$ cat config.mk
export PLATFORM = sky130hd
export DESIGN_NAME = ac_exec_unit_flat
export DESIGN_NICKNAME = d
export VERILOG_FILES = /design/src/rtl/ac_exec_pkg.sv /design/src/rtl/ac_exec_unit_if.sv /design/src/rtl/ac_exec_unit_mult.sv /design/src/rtl/ac_exec_unit.sv /design/src/flat_wrapper.sv
export SDC_FILE = /design/constraint.sdc
export NUM_CORES = 1
export LEC_CHECK = 0
export CORE_AREA = 2 2 128 130
export DETAILED_ROUTE_END_ITERATION = 10
export DIE_AREA = 0 0 130 132
export GPL_TIMING_DRIVEN = 0
export PLACE_DENSITY = 0.89
export SETUP_SLACK_MARGIN = 0.05
export SYNTH_ARGS = -nofsm -noshare
export SYNTH_HDL_FRONTEND = slang
export SYNTH_SLANG_ARGS = --single-unit
$ cat constraint.sdc
create_clock -name clk -period 3.1 [get_ports clk]
set_clock_uncertainty 0.15 [all_clocks]
set_input_delay 0.31 -clock clk [delete_from_list [all_inputs] [get_ports clk]]
set_output_delay 0.31 -clock clk [all_outputs]
set_load 0.05 [all_outputs]
$ cat src/rtl/ac_exec_pkg.sv
// ac_exec_pkg: opcode and FSM state types shared by the accumulator execution unit
package ac_exec_pkg;
  typedef enum logic [3:0] {
    NOP = 4'd0, AND = 4'd1, ADD = 4'd2, SUB = 4'd3, LDA = 4'd4, CLA = 4'd5, CLE = 4'd6,
    CMA = 4'd7, CME = 4'd8, CIR = 4'd9, CIL = 4'd10, INC = 4'd11, MUL = 4'd12
  } op_t;
  typedef enum logic {IDLE, MUL_RUN} state_t;
endpackage

$ cat src/rtl/ac_exec_unit_if.sv
// ac_exec_unit_if: op issue handshake (op_valid/op_ready/op/dr) plus AC/E, done and skip-flag outputs
interface ac_exec_unit_if import ac_exec_pkg::*; #(parameter int WIDTH = 16);
  logic op_valid;
  logic op_ready;
  op_t op;
  logic [WIDTH-1:0] dr;
  logic [WIDTH-1:0] ac_out;
  logic e_out;
  logic done;
  logic ac_zero;
  logic ac_neg;
  logic e_zero;
  modport master (output op_valid, op, dr, input op_ready, ac_out, e_out, done, ac_zero, ac_neg, e_zero);
  modport slave (input op_valid, op, dr, output op_ready, ac_out, e_out, done, ac_zero, ac_neg, e_zero);
endinterface

$ cat src/rtl/ac_exec_unit_mult.sv
// shift_add_mult: unsigned shift-add multiplier, one step per clock; ports clk, rst, start, mcand, mplier -> done (last step this edge), product (includes the current step)
module shift_add_mult #(parameter int WIDTH = 16) (
  input logic clk,
  input logic rst,
  input logic start,
  input logic [WIDTH-1:0] mcand,
  input logic [WIDTH-1:0] mplier,
  output logic done,
  output logic [2*WIDTH-1:0] product
);
  localparam int CW = $clog2(WIDTH);
  logic [2*WIDTH-1:0] mc, prod;
  logic [WIDTH-1:0] mp;
  logic [CW-1:0] cnt;
  logic busy;
  assign product = prod + (mp[0] ? mc : '0);
  assign done = busy && cnt == CW'(WIDTH - 1);
  always_ff @(posedge clk) begin
    if (rst) begin
      busy <= 1'b0;
      cnt <= '0;
      mc <= '0;
      mp <= '0;
      prod <= '0;
    end else if (start) begin
      busy <= 1'b1;
      cnt <= '0;
      mc <= {{WIDTH{1'b0}}, mcand};
      mp <= mplier;
      prod <= '0;
    end else if (busy) begin
      prod <= product;
      mc <= mc << 1;
      mp <= mp >> 1;
      cnt <= cnt + 1'b1;
      if (done) busy <= 1'b0;
    end
  end
endmodule

$ cat src/rtl/ac_exec_unit.sv
// ac_exec_unit: registered AC/E accumulator unit; ports clk, rst, bus (op_valid/op_ready/op/dr in, ac_out/e_out/done/ac_zero/ac_neg/e_zero out)
module ac_exec_unit import ac_exec_pkg::*; #(
  parameter int WIDTH = 16,
  parameter bit MUL_EN = 1'b1
) (
  input logic clk,
  input logic rst,
  ac_exec_unit_if.slave bus
);
  logic [WIDTH-1:0] ac, ac_n;
  logic e, e_n, ready, done, accept, mul_start, mul_done;
  logic [WIDTH:0] add_r, sub_r, inc_r;
  logic [2*WIDTH-1:0] product;
  state_t state;
  assign accept = bus.op_valid && ready;
  assign mul_start = accept && bus.op == MUL && MUL_EN;
  assign bus.op_ready = ready;
  assign bus.done = done;
  assign bus.ac_out = ac;
  assign bus.e_out = e;
  assign bus.ac_zero = ac == '0;
  assign bus.ac_neg = ac[WIDTH-1];
  assign bus.e_zero = !e;
  always_comb begin
    add_r = {1'b0, ac} + {1'b0, bus.dr};
    sub_r = {1'b0, ac} + {1'b0, ~bus.dr} + 1'b1;
    inc_r = {1'b0, ac} + 1'b1;
    ac_n = ac;
    e_n = e;
    case (bus.op)
      AND: ac_n = ac & bus.dr;
      ADD: {e_n, ac_n} = add_r;
      SUB: {e_n, ac_n} = sub_r;
      LDA: ac_n = bus.dr;
      CLA: ac_n = '0;
      CLE: e_n = 1'b0;
      CMA: ac_n = ~ac;
      CME: e_n = !e;
      CIR: {ac_n, e_n} = {e, ac};
      CIL: {e_n, ac_n} = {ac, e};
      INC: {e_n, ac_n} = inc_r;
      default: ;
    endcase
  end
  if (MUL_EN) begin : g_mul
    shift_add_mult #(.WIDTH(WIDTH)) u_mult (
      .clk(clk), .rst(rst), .start(mul_start), .mcand(ac), .mplier(bus.dr),
      .done(mul_done), .product(product)
    );
  end else begin : g_no_mul
    assign mul_done = 1'b0;
    assign product = '0;
  end
  always_ff @(posedge clk) begin
    if (rst) begin
      ac <= '0;
      e <= 1'b0;
      state <= IDLE;
      ready <= 1'b1;
      done <= 1'b0;
    end else begin
      done <= 1'b0;
      if (state == IDLE) begin
        if (mul_start) begin
          state <= MUL_RUN;
          ready <= 1'b0;
        end else if (accept) begin
          ac <= ac_n;
          e <= e_n;
          done <= 1'b1;
        end
      end else if (mul_done) begin
        ac <= product[WIDTH-1:0];
        e <= |product[2*WIDTH-1:WIDTH];
        state <= IDLE;
        ready <= 1'b1;
        done <= 1'b1;
      end
    end
  end
endmodule

$ cat src/flat_wrapper.sv
// flat-port wrapper written by rule: the top's interface ports become plain ports
module ac_exec_unit_flat import ac_exec_pkg::*;
#(
  parameter int WIDTH = 16,
  parameter bit MUL_EN = 1'b1
)
  (clk, rst, bus_op_valid, bus_op, bus_dr, bus_op_ready, bus_ac_out, bus_e_out, bus_done, bus_ac_zero, bus_ac_neg, bus_e_zero);
  ac_exec_unit_if #(.WIDTH(WIDTH)) bus_i ();
  input logic clk;
  input logic rst;
  input wire logic [$bits(bus_i.op_valid)-1:0] bus_op_valid;
  input wire logic [$bits(bus_i.op)-1:0] bus_op;
  input wire logic [$bits(bus_i.dr)-1:0] bus_dr;
  output wire logic [$bits(bus_i.op_ready)-1:0] bus_op_ready;
  output wire logic [$bits(bus_i.ac_out)-1:0] bus_ac_out;
  output wire logic [$bits(bus_i.e_out)-1:0] bus_e_out;
  output wire logic [$bits(bus_i.done)-1:0] bus_done;
  output wire logic [$bits(bus_i.ac_zero)-1:0] bus_ac_zero;
  output wire logic [$bits(bus_i.ac_neg)-1:0] bus_ac_neg;
  output wire logic [$bits(bus_i.e_zero)-1:0] bus_e_zero;
  assign bus_i.op_valid = bus_op_valid;
  assign bus_i.op = bus_op;
  assign bus_i.dr = bus_dr;
  assign bus_op_ready = bus_i.op_ready;
  assign bus_ac_out = bus_i.ac_out;
  assign bus_e_out = bus_i.e_out;
  assign bus_done = bus_i.done;
  assign bus_ac_zero = bus_i.ac_zero;
  assign bus_ac_neg = bus_i.ac_neg;
  assign bus_e_zero = bus_i.e_zero;
  ac_exec_unit #(.WIDTH(WIDTH), .MUL_EN(MUL_EN)) u_core (.clk(clk), .rst(rst), .bus(bus_i));
endmodule
## Word-level counts from Yosys, hierarchy flattened

Cells that the tools add are included.

| word-level totals | value |
|---|---|
| output and inout bits | 22 |
| latch bits | 0 |
| bits of input ports | 23 |
| bits in read-only memories | 0 |
| memory bits (writable) | 0 |
| bits in registers | 105 |
| logic and storage cells | 77 |
| memories | 0 |

| operators by class | value |
|---|---|
| shift-type cells | 0 |
| reductions and logical operators | 15 |
| $mul | 0 |
| div/mod/pow operators | 0 |
| eq/ne operators | 15 |
| magnitude comparators | 0 |
| mux-type cells | 27 |
| bitwise logic cells | 3 |
| add/subtract/negate cells | 6 |

Operator list:

| cell | count |
|---|---|
| $pmux W16 S9 | 1 |
| $mux W16 | 8 |
| $add A16 B16 Y17 | 2 |
| $add A32 B32 Y32 | 1 |
| $mux W32 | 1 |
| $not A16 Y16 | 2 |
| $eq A4 B4 Y1 const B | 6 |
| $add A16 B1 Y17 const B | 1 |
| $add A17 B1 Y17 const B | 1 |
| $and A16 B16 Y16 | 1 |
| $eq A4 B3 Y1 const B | 4 |
| $logic_not A16 Y1 | 1 |
| $mux W1 | 16 |
| $reduce_or A16 Y1 | 1 |
| $reduce_bool A10 Y1 | 1 |
| $eq A4 B2 Y1 const B | 2 |
| $reduce_and A4 Y1 | 2 |
| $reduce_bool A8 Y1 | 1 |
| $pmux W1 S7 | 1 |
| $reduce_bool A2 Y1 | 3 |
| $add A4 B1 Y4 const B | 1 |
| $eq A4 B1 Y1 const B | 1 |
| $logic_and A1 B1 Y1 | 3 |
| $ne A2 B1 Y1 const B | 1 |
| other kinds (4) | 4 |

## Logic depth before layout (Yosys ltp)

Gate-level depths: netlist of the first run.

| logic depth | value |
|---|---|
| depth after elaboration | 7 |
| mapped depth | 14 |
| gate-level depth less buffers | 14 |

## Modules after synthesis

A second synthesis of the first run with hierarchy kept.

| second synthesis, totals | value |
|---|---|
| cell total of the unflattened synthesis | 1280 |
| area total of the unflattened synthesis | 9593.0 µm² |

Modules (own cells, without submodules):

| module | instances | sequential area each (µm²) | area each (µm²) | cells an instance |
|---|---|---|---|---|
| shift_add_mult | 1 | 1701.6 | 5449.0 | 680 |
| ac_exec_unit | 1 | 400.4 | 4144.0 | 600 |

## Worst setup path after synthesis of the first run

No wires, ideal clock.

| path | value |
|---|---|
| path type | reg-to-reg |
| start | register u_core.ac[0] (netlist: u_core.bus.ac_out[0]) |
| end | register u_core.ac[14] (netlist: u_core.bus.ac_out[14]) |
| slack | -0.201 ns |
| period minus slack after synthesis | 3.301 ns |
| required time | 2.880 ns |
| cell stages (with the launch flop) | 15 |
| path buffers | 0 |
| library setup time | 0.070 ns |
| data arrival time | 3.081 ns |
| cells stage by stage | dfxtp_1 inv_1 ha_1 inv_1 fa_1 a21o_1 a21o_1 a21boi_1 o21bai_1 a21oi_1 o21ai_1 a2111oi_1 o21ai_0 a31o_2 a21oi_1 |

| between the ends | value |
|---|---|
| longest elaborated chain between the ends | 6 |
| elaborated cells on any way between the ends | 8 |
| classes of those cells | add/sub (4); mux (4) |

Ends and longest elaborated chain:

| item | RTL line | text |
|---|---|---|
| from (decl) | ac_exec_unit.sv:10 | `logic [WIDTH-1:0] ac, ac_n;` |
| from (signal assigned) | ac_exec_unit.sv:68 | `ac <= ac_n;` |
| from (signal assigned) | ac_exec_unit.sv:73 | `ac <= product[WIDTH-1:0];` |
| $add A16 B16 Y17 | ac_exec_unit.sv:26 | `sub_r = {1'b0, ac} + {1'b0, ~bus.dr} + 1'b1;` |
| $add A17 B1 Y17 | ac_exec_unit.sv:26 |  |
| $pmux W16 S9 * | ac_exec_unit.sv:30 | `case (bus.op)` |
| $mux W16 * | ac_exec_unit.sv:67 | `end else if (accept) begin` |
| $mux W16 * | ac_exec_unit.sv:64 | `if (mul_start) begin` |
| $mux W16 * | ac_exec_unit.sv:63 | `if (state == IDLE) begin` |

Mark *: on every way between the ends. The rest lies on a longest branch, timed or not. The select of a mux whose other input is x is not followed.
A chain may end at the register's enable or synchronous reset.

## Worst setup path in the final report of the first run

| path | value |
|---|---|
| start | register u_core.g_mul.u_mult.mp[0] |
| end | register u_core.e (netlist: u_core.bus.e_out) |

| between the ends | value |
|---|---|
| longest elaborated chain between the ends | 5 |

Ends and longest elaborated chain:

| item | RTL line | text |
|---|---|---|
| from (decl) | ac_exec_unit_mult.sv:13 | `logic [WIDTH-1:0] mp;` |
| from (signal assigned) | ac_exec_unit_mult.sv:29 | `mp <= mplier;` |
| from (signal assigned) | ac_exec_unit_mult.sv:34 | `mp <= mp >> 1;` |
| $mux W32 | ac_exec_unit_mult.sv:16 | `assign product = prod + (mp[0] ? mc : '0);` |
| $add A32 B32 Y32 | ac_exec_unit_mult.sv:16 |  |
| $reduce_or A16 Y1 | ac_exec_unit.sv:74 | `e <= \|product[2*WIDTH-1:WIDTH];` |
| $mux W1 | ac_exec_unit.sv:72 | `end else if (mul_done) begin` |
| $mux W1 | ac_exec_unit.sv:63 |  |
| to (signal assigned) | ac_exec_unit.sv:69 | `e <= e_n;` |
| to (signal assigned) | ac_exec_unit.sv:74 |  |
| to (decl) | ac_exec_unit.sv:11 | `logic e, e_n, ready, done, accept, mul_start, mul_done;` |

Every way passes these cells. The select of a mux whose other input is x is not followed.

==> impl_metrics.tcl, run 1 <==
set metrics [dict create \
    multi_input_area_um2 6840 \
    antenna_found_initial 0 \
    synth_seq_cells 105 \
    cap_viol_max_count 0 \
    maxUsedRoutingLayer "met4" \
    rsz0062_at_grt "true" \
    nets 1320 \
    met3WireLength_um 2210 \
    cts_hold_buf 0 \
    fin_crit_sh 1.16 \
    synth_edf_count 0 \
    dpl_cell_area_um2 9360 \
    ys_warn_count 0 \
    port_buffers 42 \
    setup_viol 10 \
    vias 9443 \
    route.met2.wl_um 13700 \
    grt_pass1_wl_um 42900 \
    critPathArrivalTime_ns 3.67 \
    finalHoldViolCount 0 \
    maxSlewViolCount 0 \
    avgSynthCellArea_um2 7.61 \
    drc 0 \
    async_flop_share 0 \
    gp_congestion 0.974 \
    leakage_uw 0.00421 \
    ys_types 71 \
    antenna_cells 0 \
    powerDensity_nw_per_um2 312 \
    drt_wl_total_um 29100 \
    layout-drive-gt1-share 0.165 \
    max_freq_mhz 278 \
    dr.pass1.iters 6 \
    failed_checks "negative setup slack" \
    dp_hpwl_um 20300 \
    viasPerCell 6.52 \
    yosysSeqAreaShare 0.244 \
    cts_buffer_depth 2 \
    path_class "flop to flop" \
    crit_required_ns 3.17 \
    wl_per_cell_um 20.1 \
    die_area_um2 17200 \
    slew_headroom 0.381 \
    regArea_um2 2110 \
    power_uw 3370 \
    die_h_um 132 \
    wirelength_met1_um 11600 \
    ctsHtreeMaxLevel 3 \
    final_util 0.688 \
    hold_path_class "input pin to flop" \
    path_max_fanout 10 \
    grt_max_degree 19 \
    status "finished, violations left" \
    clk_root_buffer_cell "clkbuf_16" \
    ioPinCount 45 \
    core_um2 15700 \
    path_clk_slew_ns 0.08 \
    fillers 1183 \
    ys.flop_type "dfxtp_1" \
    synthCells 1134 \
    critPathLaunchType "flop" \
    worst_slack_ns -0.498 \
    drt_iter0_markers 976 \
    overflow 0 \
    tightestPinTransition_ns 0.921 \
    numClockSinks 105 \
    grt_pass1_vias 8469 \
    cts-buffers-inserted 9 \
    peakVddDrop_mv 0.294 \
    syn_area_um2 8630 \
    cts_tree "done" \
    synthesis.nets 1226 \
    ant_nets 0 \
    min_period_ns 3.60 \
    die_w_um 130 \
    clk_latency_ns 0.36 \
    grt_use_total 0.311 \
    areaGrowthSynthToFinish_pct 25.3 \
    crit_path_end_kind "flop" \
    rows 46 \
    design_area_um2 10800 \
    initial_utilization 0.549 \
]
what timing repair did:
item	4_1_cts	5_1_grt
pin swaps	49	67
endpoints found under the setup margin	36	30
cloned	0	0
buffers inserted	26	21
gates resized for setup	100	96
worst max-delay path: stages, from the launching register on:
cell,delay [ns]
dfxtp_4,0.39
buf_6,0.15
and2_1,0.15
ha_1,0.43
nand2_1,0.10
o21ai_1,0.31
a22oi_2,0.22
a31oi_1,0.27
a21oi_1,0.11
xnor2_1,0.18
nor4_2,0.35
o2111ai_2,0.21
nor4_2,0.30
a31oi_1,0.14
through the flow:
| step | setup TNS (ns) | setup WS, ns | instances | hold WS (ns) |
|---|---|---|---|---|
| after global routing | -2.66 | -0.602 | 1449 | 0.356 |
| after global placement | -9.42 | -0.804 | 1392 | 0.306 |
| after detailed placement | -11.31 | -0.800 | 1392 | 0.317 |
| after floorplan | 0 | 0.0198 | 1134 | 0.296 |
| after CTS | -0.986 | -0.345 | 1432 | 0.286 |
| final | -1.50 | -0.498 | 1449 | 0.312 |
power by group:
group,switching (uW),internal (uW)
clock network,551,578
registers,36.7,1370
logic,531,303
total,1120,2260
cells in the mapped netlist (all sizes together) (10+ instances only):
master	n	area, um2
nor3	24	120
xnor2	28	245
a21o	16	121
nor2b	10	62.6
a31oi	10	62.6
buf	12	57.6
and3	11	68.8
mux2i	72	721
clkbuf	63	236
nand2	64	240
nor2	162	608
a21oi	93	469
a211oi	44	335
ha	66	826
o21ai	59	295
and2	33	206
inv	44	165
o211ai	14	105
dfxtp	105	2100
xor2	11	96.3
nand3	26	130
a221oi	13	114
nand2b	12	75.1
a221o	10	100
registers in the layout (all words and copies together), names as in the netlist:
name,count
u_core.bus.op_ready,1
u_core.g_mul.u_mult.busy,1
u_core.g_mul.u_mult.cnt,4
u_core.g_mul.u_mult.prod,32
u_core.bus.ac_out,16
u_core.g_mul.u_mult.mc,32
u_core.bus.e_out,1
u_core.state,1
u_core.bus.done,1
u_core.g_mul.u_mult.mp,16
cells in the final DEF, fill, tap and decap left out, types with 7 or more instances in the layout:
cell type,n
a211oi_1,41
a21o_1,15
a21oi_1,77
a21oi_2,14
a221o_1,10
a221oi_1,12
a22oi_1,7
a31oi_1,8
and2_1,27
and3_1,10
buf_1,8
buf_4,34
buf_6,13
clkbuf_1,49
clkbuf_16,10
clkbuf_2,8
clkdlybuf4s50_1,40
dfxtp_1,102
ha_1,46
ha_4,14
inv_1,42
mux2i_1,72
nand2_1,58
nand2b_1,12
nand3_1,24
nand4_1,9
nor2_1,158
nor2b_1,10
nor3_1,22
o211ai_1,14
o21ai_0,36
o21ai_1,15
o21ai_2,7
o21bai_1,7
o221ai_1,7
or3_1,8
xnor2_1,19
xnor2_2,8
xor2_1,9
cell families after synthesis:
family                     count (synthesis)  synth area share
and+or+nand+nor                          388             0.213
DFF                                      105             0.244
muxes                                     73            0.0848
adders and majority gates                 69             0.103
AOI/OAI and AO/OA                        340             0.263
xor gates and xnor gates                  39            0.0396
buffers and inverters                    120            0.0536
final timing paths:
| kind | from | end | slack (ns) | depth (start not counted) |
|---|---|---|---|---|
| worst min register to register | u_core.g_mul.u_mult.prod[21] | u_core.g_mul.u_mult.prod[21] | 0.34 | 2 |
| worst min-delay path | rst | u_core.bus.ac_out[13] | 0.31 | 4 |
| worst max register to register | u_core.g_mul.u_mult.mp[0] | u_core.bus.e_out | -0.50 | 13 |
| worst max-delay path | u_core.g_mul.u_mult.mp[0] | u_core.bus.e_out | -0.50 | 13 |
final cells by class:
type | instances | share of cell area
Timing Repair Buffer | 86 | 0.0733
Clock inverter | 6 | 0.00463
Clock buffer | 10 | 0.0221
Tap cell | 216 | 0.0250
Inverter | 45 | 0.0158
Multi-Input combinational cell | 909 | 0.632
Sequential cell | 105 | 0.195
Buffer | 72 | 0.0313
routing by layer:
layer	vias up	GRT usage
met2	560	0.513
li1	4334	-
met3	153	0.0426
met4	0	0.146
met1	4396	0.399
met5	-	0
Note: power is estimated with default switching activity, not from simulation.
==> inputs of run 2 (changes only) <==
CORE_AREA = 2 2 142 144   (was 2 2 128 130)
DIE_AREA = 0 0 144 146   (was 0 0 130 132)
PLACE_DENSITY = 0.76   (was 0.89)
==> impl_metrics.tcl, run 2 (synthesis gave the netlist of run 1 again) <==
set metrics [dict create \
    r2r_end "u_core.bus.e_out" \
    max_freq_mhz 293 \
    rsz0062_at_grt "true" \
    grt_use_total 0.265 \
    cts_tree "done" \
    worst_slack_ns -0.308 \
    wl_per_cell_um 19.7 \
    setup_viol 6 \
    final.setup.tns_ns -0.804 \
    critPathLaunchType "flop" \
    worstPathBufferInverterCount 2 \
    die_w_um 144 \
    final_common_cell "nor2_1" \
    cts-buffers-inserted 9 \
    slowest_delay_ns 0.39 \
    final_cell_mix "158 x nor2_1, 102 x dfxtp_1, 78 x a21oi_1" \
    powerDensity_nw_per_um2 310 \
    vias 9224 \
    crit_required_ns 3.18 \
    dp_hpwl_um 21200 \
    finalHoldViolCount 0 \
    reg2reg_slack_ns -0.31 \
    hold_path_class "input pin to flop" \
    worstHoldStart "bus_dr[1]" \
    cap_viol_max_count 0 \
    path_class "flop to flop" \
    ioPinCount 45 \
    nets 1319 \
    crit_path_end_kind "flop" \
    critPathArrivalTime_ns 3.49 \
    ctsHtreeMaxLevel 3 \
    reg_top3 "u_core.g_mul.u_mult.mc: 32 flops, u_core.g_mul.u_mult.prod: 32 flops" \
    path_clk_slew_ns 0.07 \
    tightestPinTransition_ns 0.992 \
    cts_hold_buf 0 \
    numClockSinks 105 \
    dp_slack_ns -0.860 \
    areaGrowthSynthToFinish_pct 25.7 \
    status "finished, violations left" \
    die_area_um2 21000 \
    peakVddDrop_mv 0.235 \
    overflow 0 \
    maxSlewViolCount 0 \
    crit_family "compound AO/OA/AOI/OAI gates" \
    port_buffers 42 \
    slew_headroom 0.334 \
    grt_max_degree 18 \
    fin_crit_sh 1.10 \
    dr.pass1.iters 5 \
    whs_path_depth 3 \
    drc 0 \
    path_max_fanout 6 \
    slowest_stage "dfxtp_4" \
    cts_buffer_depth 2 \
    worstRegToRegCells 14 \
    min_period_ns 3.41 \
    rows 51 \
    drt_wl_total_um 29500 \
    whs_endpoint "u_core.g_mul.u_mult.mp[1]" \
    crit_chain "clkbuf_16, and2_4, ha_1, buf_6, and4_4, and3_1, and3_1, o211ai_1, o211ai_1, a21oi_2, o21ai_1, o2111ai_1, nor4_1, a31oi_1" \
    final_util 0.561 \
    grt_pass1_wl_um 44500 \
    clk_root_buffer_cell "clkbuf_16" \
    viasPerCell 6.16 \
    layout-drive-gt1-share 0.160 \
    clk_latency_ns 0.36 \
    cp.depth 14 \
    gp_congestion 1.01 \
    antenna_cells 0 \
    initial_utilization 0.446 \
    die_h_um 146 \
    failed_checks "negative setup slack" \
    antenna_found_initial 0 \
    ant_nets 0 \
    leakage_uw 0.00413 \
    drt_iter0_markers 990 \
    grt_pass1_vias 8356 \
    fillers 1734 \
    crit-reg2reg-launch "u_core.g_mul.u_mult.mp[0]" \
    core_um2 19300 \
]
[run 2: cell types whose count changed in the layout (fill, tap and decap cells not counted), sizes merged]
cell | previous run | this run
inv | 46 | 44
clkinvlp | 1 | 2
clkdlybuf4s50 | 40 | 39
buf | 57 | 58
dlygate4sd2 | 2 | 1
dlymetal6s2s | 0 | 1
[run 2: worst max-delay path by stage]
stage,from,endpoint
after floorplan,u_core.g_mul.u_mult.mp[0],u_core.bus.e_out
final,u_core.g_mul.u_mult.mp[0],u_core.bus.e_out
after global routing,u_core.g_mul.u_mult.mp[0],u_core.bus.e_out
after CTS,u_core.g_mul.u_mult.mp[0],u_core.bus.e_out
after global placement,bus_dr[0],u_core.bus.e_out
after detailed placement,bus_dr[0],u_core.bus.e_out
[run 2: timing repair]
item,CTS,global route
pin swaps,38,68
setup endpoints to repair,37,28
hold endpoints to repair,0,0
buffers inserted,18,27
gates resized for setup,84,110
[run 2: worst min-delay path, delay by kind of cell]
| family | cells | cell delay [ns] |
|---|---|---|
| buf+inv | 1 | 0.15 |
| simple gates | 1 | 0.12 |
| compound gates | 1 | 0.06 |
[run 2: layout make-up]
cell class,count,area (um2),area share
Sequential cell,105,2110,0.195
Multi-Input combinational cell,909,6850,0.631
Buffer,72,342,0.0315
Clock inverter,5,41.3,0.00380
Tap cell,265,332,0.0306
Timing Repair Buffer,85,758,0.0699
Clock buffer,11,243,0.0224
Inverter,45,171,0.0158
[run 2: where the power goes]
group / internal, uW / total [uW] / switching, uW
clock: 572 / 1120 / 546
sequential: 1370 / 1410 / 39.9
combinational: 298 / 832 / 533
[run 2: metal layers]
layer / share of wire / track usage
met4: 0.037 / 0.0941
met5: 0 / 0
met3: 0.074 / 0.0385
met2: 0.48 / 0.441
met1: 0.41 / 0.349
[run 2: through the flow]
step           instance area (um2)  hold WS (ns)  instances  total power (uW)
6_report                     10900         0.178       1497              3360
5_1_grt                      10900         0.214       1497              3490
4_1_cts                      10200         0.332       1474              3320
3_5_place_dp                  9420         0.321       1441              2200
3_3_place_gp                  9420         0.307       1441              2190
2_1_floorplan                 8670         0.296       1134              1950
